**src/rtl/dilithium_pkg.sv**
```systemverilog
// Shared constants for the coefficient decompose/recompose datapath.
package dilithium_pkg;
  localparam int COEFF_W = 24;
  localparam int R1_W    = 6;
  localparam int PROD_W  = 23;
  localparam int LVL_W   = 3;

  localparam logic [COEFF_W-1:0] Q = 24'd8380417;

  localparam int ALPHA_L2  = 190464;
  localparam int ALPHA_L35 = 523776;

  localparam logic [R1_W-1:0] R1_MAX_L2  = 6'd43;
  localparam logic [R1_W-1:0] R1_MAX_L35 = 6'd15;

  localparam logic [LVL_W-1:0] LVL_2 = 3'd2;

  function automatic logic r1_out_of_range(input logic [R1_W-1:0] r1, input logic lvl2);
    return r1 > (lvl2 ? R1_MAX_L2 : R1_MAX_L35);
  endfunction
endpackage

```
**src/rtl/decomp_alpha_mult.sv**
```systemverilog
// Registered shift-add multiply of r1 by alpha = 2*gamma2 (one cycle latency).
module decomp_alpha_mult
  import dilithium_pkg::*;
(
  input  logic              clk,
  input  logic              en,
  input  logic [R1_W-1:0]   dib,
  input  logic              lvl2,
  output logic [PROD_W-1:0] p
);
  logic [PROD_W-1:0] b;
  logic [PROD_W-1:0] sum;

  // NOTE: assign every always_comb output on every path so no latch is inferred.
  always_comb begin
    b = {{(PROD_W - R1_W){1'b0}}, dib};
    if (lvl2) sum = (b << 17) + (b << 16) - (b << 12) - (b << 11);
    else      sum = (b << 19) - (b << 9);
  end

  // NOTE: state uses non-blocking assignments; data registers carry no reset,
  // only the valid bits (and visible outputs) need a defined reset value.
  always_ff @(posedge clk) begin
    if (en) p <= sum;
  end
endmodule

```
**src/rtl/coeff_recomposer.sv**
```systemverilog
// Four-stage pipeline rebuilding r = (r1*alpha + r0) mod q from a decomposed pair.
// Optional error flag for out-of-range pairs: define COEFF_RECOMP_RANGE_CHECK_EN.
module coeff_recomposer
  import dilithium_pkg::*;
(
  input  logic               clk,
  input  logic               rst,
  input  logic               valid_i,
  output logic               ready_i,
  input  logic [LVL_W-1:0]   sec_lvl,
  input  logic [COEFF_W-1:0] dia,
  input  logic [R1_W-1:0]    dib,
  output logic [COEFF_W-1:0] dout,
  output logic               valid_o,
  input  logic               ready_o,
  output logic               busy
`ifdef COEFF_RECOMP_RANGE_CHECK_EN
  ,
  output logic               err_o
`endif
);
  logic                en;
  logic [3:0]          vld;
  logic [COEFF_W-1:0]  dia_s1;
  logic [R1_W-1:0]     dib_s1;
  logic [LVL_W-1:0]    lvl_s1;
  logic                lvl2_s1;
  logic [COEFF_W-1:0]  dia_s2;
  logic [PROD_W-1:0]   p_s2;
  logic [COEFF_W:0]    s_s3;
  logic [COEFF_W-1:0]  s_red;

  // ready_o is the global pipeline enable; upstream sees it unchanged.
  assign en      = ready_o;
  assign ready_i = ready_o;

  always_ff @(posedge clk) begin
    if (rst)     vld <= '0;
    else if (en) vld <= {vld[2:0], valid_i};
  end

  assign valid_o = vld[3];
  assign busy    = |vld;

  always_ff @(posedge clk) begin
    if (en) begin
      dia_s1 <= dia;
      dib_s1 <= dib;
      lvl_s1 <= sec_lvl;
      dia_s2 <= dia_s1;
      s_s3   <= {2'b00, p_s2} + {1'b0, dia_s2};
    end
  end

  assign lvl2_s1 = (lvl_s1 == LVL_2);

  decomp_alpha_mult u_mult (
    .clk  (clk),
    .en   (en),
    .dib  (dib_s1),
    .lvl2 (lvl2_s1),
    .p    (p_s2)
  );

  // s < 2q for in-range pairs, so s - q fits the coefficient width.
  assign s_red = s_s3[COEFF_W-1:0] - Q;

  always_ff @(posedge clk) begin
    if (rst)     dout <= '0;
    else if (en) dout <= (s_s3 >= {1'b0, Q}) ? s_red : s_s3[COEFF_W-1:0];
  end

`ifdef COEFF_RECOMP_RANGE_CHECK_EN
  logic err_s2;
  logic err_s3;

  always_ff @(posedge clk) begin
    if (en) begin
      err_s2 <= r1_out_of_range(dib_s1, lvl2_s1) || (dia_s1 >= Q);
      err_s3 <= err_s2;
    end
  end

  // Gated by the valid bit so bubbles never raise the flag.
  always_ff @(posedge clk) begin
    if (rst)     err_o <= 1'b0;
    else if (en) err_o <= err_s3 & vld[2];
  end
`endif
endmodule

```
**config.mk**
```make
export PLATFORM = sky130hd
export DESIGN_NAME = coeff_recomposer
export DESIGN_NICKNAME = d
export VERILOG_FILES = /design/src/rtl/dilithium_pkg.sv /design/src/rtl/decomp_alpha_mult.sv /design/src/rtl/coeff_recomposer.sv
export SDC_FILE = /design/constraint.sdc
export NUM_CORES = 1
export LEC_CHECK = 0
export CAP_MARGIN = 20
export CELL_PAD_IN_SITES_DETAIL_PLACEMENT = 0
export CELL_PAD_IN_SITES_GLOBAL_PLACEMENT = 1
export CORE_ASPECT_RATIO = 1.1
export CORE_MARGIN = 2
export CORE_UTILIZATION = 40
export CTS_BUF_LIST = sky130_fd_sc_hd__clkbuf_2 sky130_fd_sc_hd__clkbuf_4 sky130_fd_sc_hd__clkbuf_8
export CTS_CLUSTER_SIZE = 14
export DETAILED_ROUTE_END_ITERATION = 7
export PLACE_DENSITY = 0.81
export SLEW_MARGIN = 20
export SYNTH_ARGS = -nofsm -noshare
export SYNTH_HDL_FRONTEND = slang
export SYNTH_HIERARCHICAL = 1
export SYNTH_SLANG_ARGS = --single-unit
```
**constraint.sdc**
```tcl
create_clock -name clk -period 3.4 [get_ports clk]
set_clock_uncertainty 0.2 [all_clocks]
set_input_delay 0.51 -clock clk [delete_from_list [all_inputs] [get_ports clk]]
set_output_delay 0.51 -clock clk [all_outputs]
set_load 0.01 [all_outputs]
```
# After elaboration in Yosys (flattened, before gate mapping)
# Index checks and enable logic that the tools add are counted.
[word_totals] mem_count=0 ram_bits=0 in_bits=37 latch_bits=0 rom_bits=0 reg_bits=133 word_cells=19
[op_classes] bitwise_logic=0 shift=0 add_sub_neg=6 magnitude_cmp=1 multipliers=0 n_div=0 n_reduce_logical=1 n_eq_ne=1 muxes=2
[op_table] op="adder 23 x 24 -> 25 bit" count=1
[op_table] op="greater-or-equal comparator 25 x 23 -> 1 bit, second input constant" count=1
[op_table] op="two-way mux 24 bit" count=1
[op_table] op="subtractor 24 x 23 -> 24 bit, second input constant" count=1
[op_table] op="adder 23 x 22 -> 23 bit" count=1
[op_table] op="two-way mux 23 bit" count=1
[op_table] op="subtractor 23 x 15 -> 23 bit" count=1
[op_table] op="subtractor 23 x 17 -> 23 bit" count=1
[op_table] op="subtractor 23 x 18 -> 23 bit" count=1
[op_table] op="OR reduction 4 bit" count=1
[op_table] op="equality test 3 x 2 -> 1 bit, second input constant" count=1

# Logic depth before layout (Yosys ltp)
[logic_depth] word_depth=4 ltp_mapped=11 depth_no_buf=10

# Cells and area by module
# Netlist, hierarchy kept.
[by_module_without_submodules] mod="coeff_recomposer" instances=1 cells_per_inst=440 seq_area_each_um2=3022.9 area_each_um2=5287.6
[by_module_without_submodules] mod="decomp_alpha_mult" instances=1 cells_per_inst=174 seq_area_each_um2=420.4 area_each_um2=1592.8

# Worst setup path after synthesis
# Ideal clock, no wire load.
[synth_path] path_kind="register to register" start="reg dib_s1[0]" end="reg u_mult.p[22] (data pin)" stages_incl_launch_ff=11 path_buffers=1 arrival_time_ns=2.964 t_required_ns=3.033 slack_ns=0.069 synth_period_minus_slack_ns=3.331 setup_ns=0.167 cell_sequence="edfxtp_1 -> buf_6 -> inv_1 -> ha_1 -> ha_1 -> ha_1 -> and3_1 -> a221o_1 -> o311ai_2 -> mux2_1 -> a211oi_1"
[synth_between] elab_chain_cells=4 word_cells_on_any_way=5
[synth_lines] item="start: declaration" line_no="coeff_recomposer.sv:25" source="logic [R1_W-1:0] dib_s1;"
[synth_lines] item="start signal: assignment" line_no="coeff_recomposer.sv:48" source="dib_s1 <= dib;"
[synth_lines] item="adder 23 x 22 -> 23 bit" line_no="decomp_alpha_mult.sv:17" source="if (lvl2) sum = (b << 17) + (b << 16) - (b << 12) - (b << 11);"
[synth_lines] item="subtractor 23 x 18 -> 23 bit" line_no="decomp_alpha_mult.sv:17"
[synth_lines] item="subtractor 23 x 17 -> 23 bit" line_no="decomp_alpha_mult.sv:17"
[synth_lines] item="two-way mux 23 bit (*)" line_no="decomp_alpha_mult.sv:17"
[synth_lines] item="named net u_mult.sum[22]" line_no="decomp_alpha_mult.sv:12" source="logic [PROD_W-1:0] sum;"
[synth_lines] item="end signal: assignment" line_no="decomp_alpha_mult.sv:24" source="if (en) p <= sum;"
[synth_lines] item="end: declaration" line_no="decomp_alpha_mult.sv:9" source="output logic [PROD_W-1:0] p"
# Mark *: on every way through the listed nets, which the timed path passes. The rest lies on a longest branch.
# A chain may end at the register's enable or synchronous reset.

# Final worst setup path
[layout_path] start="reg dib_s1[0]" end="reg u_mult.p[19] (data pin)"
# Same word-level chain as after synthesis.

==> flow_metrics.py <==
metrics = {
    "outcome": {
        "status": "complete, no violations",
    },
    "synthesis": {
        "ys_ff_latch": 124,
        "yosysWarnings": 6,
        "synthTopCellsByArea": "edfxtp_1, ha_1, dfxtp_1",
        "yosysTopAreaCell": "edfxtp_1",
        "synth_edf_count": 96,
        "avgSynthCellArea_um2": 11.2,
        "synth-async-reset-ratio_pct": 0,
        "synthFlopType": "edfxtp_1",
        "synthesis.instances": 614,
        "ys_seq_area_share_pct": 50.0,
        "syn_area_um2": 6880,
        "ys_types": 71,
        "synth_top_area_share_pct": 41.9,
    },
    "hold_path": {
        "hp-start": "dia_s1[16]",
        "hold_path.class": "flop to flop",
    },
    "floorplanning": {
        "io_pins": 64,
        "start_util_pct": 40.6,
        "rows": 50,
        "dieArea_um2": 18300,
        "core_um2": 17000,
        "die_y_um": 142,
        "chipWidth_um": 129,
    },
    "route": {
        "totalWireLength_mm": 14.0,
        "drc": 0,
        "wl_per_cell_um": 15.0,
        "vias": 4846,
        "ant_nets": 0,
        "firstDrtPassIters": 5,
        "drtIter0Drc": 271,
        "vias_per_cell": 5.19,
    },
    "timing": {
        "fmax_mhz": 308,
        "rsz0062_at_grt": "false",
        "finalCritPeriodShare_pct": 95.6,
        "fin_setup_tns_ps": 0,
        "worst_pin_slew_ps": 997,
        "finalHoldViolCount": 0,
        "setup_ws_ps": 150,
        "setup_viol": 0,
        "timing.slew.headroom_pct": 33.3,
        "period_minus_slack_ps": 3250,
        "slew_viol_final": 0,
    },
    "finish": {
        "final_cell_mix": "edfxtp_1, clkdlybuf4s50_1, nor2_1",
        "layout.cells.non_filler": 933,
        "design_area_um2": 8160,
        "area_delta_synth_final_pct": 18.5,
        "drive_gt1_share_pct": 11.2,
        "final_common_cell": "edfxtp_1",
        "nFillCells": 1568,
        "antenna_cells": 0,
        "finalNetCount": 778,
    },
    "clock_network": {
        "cts_htree_levels": 4,
        "cts_tree": "yes",
        "hold_buffers": 0,
        "cts_made_buffers": 17,
        "clkSlewWorstSetupHoldPaths_ps": 80,
        "cts_buffer_depth": 2,
        "cts_num_sinks": 124,
        "clock_latency_ps": 440,
        "root_buffer": "clkbuf_8",
    },
    "setup_path": {
        "slowest_stage": "fa_1",
        "crit_path_max_incr_delay_ps": 450,
        "arrival_ps": 3250,
        "worstPathCellList": "inv_1 > fa_1 > ha_1 > ha_2 > and2_4 > a221o_1 > o21a_1 > or3_1 > a31o_1",
        "cpLargestDelayFamily": "adder cells",
        "worstPathRequired_ps": 3400,
        "crit_fanout": 7,
        "r2r_start": "dib_s1[0]",
        "startpoint": "dib_s1[0]",
        "worstSetupStartpointType": "flop",
        "cp-end-kind": "flop",
        "critPathKind": "flop to flop",
        "crit_buf_inv": 1,
    },
    "pwr": {
        "power_leakage_nw": 3.04,
        "max-vdd-ir-drop_mv": 0.246,
        "p_per_area_nw_per_um2": 511,
    },
    "global_routing": {
        "grt_max_degree": 148,
        "grt_pass1_vias": 4743,
        "grt-ovfl-total": 0,
        "grt_pass1_wl_mm": 22.9,
        "grtUsageTotal_pct": 16.1,
        "antenna_found_initial": 0,
    },
    "place": {
        "placed_cell_area_um2": 7780,
        "hpwl_mm": 10.3,
        "io_buffers": 63,
        "dp.cells": 900,
        "globalplace.congestion": 0.920,
        "pre_cts_slack_ps": 94.5,
    },
    "flow_run": {
        "maxCapViolations": 0,
    },
}
[cells in the mapped netlist, drive strengths merged (2+ instances only)]
cell type and number:
buf 12, mux2i 6, a21oi 32, or2 2, o31ai 3, a211oi 24, nor3b 2, o21bai 4
o311ai 2, a2111oi 2, o21a 5, a211o 2, nor3 12, o32ai 2, o21ai 26, a311oi 2
xor2 21, clkbuf 21, and3 4, a21boi 2, nor2b 6, fa 4, a41oi 3, and2 4
nand4 9, dfxtp 28, nand3b 3, a21o 14, or3 7, nor2 54, edfxtp 96, xnor2 29
nand4b 3, ha 51, nand2 38, nand2b 5, a221o 6, o22ai 2, inv 21, a31oi 8
or4 6, nand3 10, o221ai 4, nor4 3
[per-layer routing]
metal  track usage, %  share of wire [%]
met3             3.66                2.9
met5                0                  0
met4             7.38                1.7
met1             18.5                 44
met2             28.3                 52
[timing repair]
action / in CTS / in global routing
gates resized for setup: 0 / 9
setup endpoints to repair: 0 / 3
buffers inserted: 0 / 1
[power breakdown]
part           switching (mW)  internal [mW]
logic                   0.579          0.503
clock network           0.626          0.512
registers               0.114           1.83
total                    1.32           2.85
[worst paths after layout]
| check | cells past startpoint | slack, ps | end |
|---|---|---|---|
| setup / recovery | 9 | 150 | u_mult/p[19] |
| hold reg to reg | 0 | 220 | dia_s2[16] |
| setup reg to reg | 9 | 150 | u_mult/p[19] |
| hold / removal | 0 | 220 | dia_s2[16] |
[state kept, by name, summed over array words and instances, names as in the netlist]
signal / flops
dia_s2: 24
lvl_s1: 3
dia_s1: 24
u_mult/p: 14
vld: 4
dib_s1: 6
s_s3: 25
dout: 24
[layout make-up]
cell class	instances	area, um2	share of cell area, %
inverters	22	82.6	1.01
repair buffers	78	753	9.23
clock buffers	17	234	2.87
clock inverters	15	115	1.41
flip-flops and latches	124	3440	42.2
well taps	234	293	3.59
multi-input cells	443	3240	39.7
[cell families (layout without fill, tap and decap cells)]
| family | count (synthesis) | after routing | synth area share [%] |
|---|---|---|---|
| AND/OR/NAND/NOR | 170 | 170 | 12.9 |
| AO/OA/AOI/OAI | 152 | 152 | 15.4 |
| flip-flops | 124 | 124 | 50.0 |
| adder cells (fa/ha/maj) | 55 | 55 | 10.4 |
| buffers and inverters | 55 | 132 | 3.76 |
| XOR/XNOR | 50 | 50 | 6.36 |
| multiplexers | 7 | 7 | 1.04 |
| other | 1 | 9 | 0.0545 |
[through the flow]
stage                     hold slack (ps)  total power, mW  util (%)
final                                 220             4.17      48.1
after global routing                  228             4.41      48.1
after CTS                             224             4.20      47.9
after detailed placement              205             3.04      45.9
after global placement                202             3.01      45.9
after floorplan                       200             2.69         -
No activity file was read; power rests on OpenSTA's default activity.
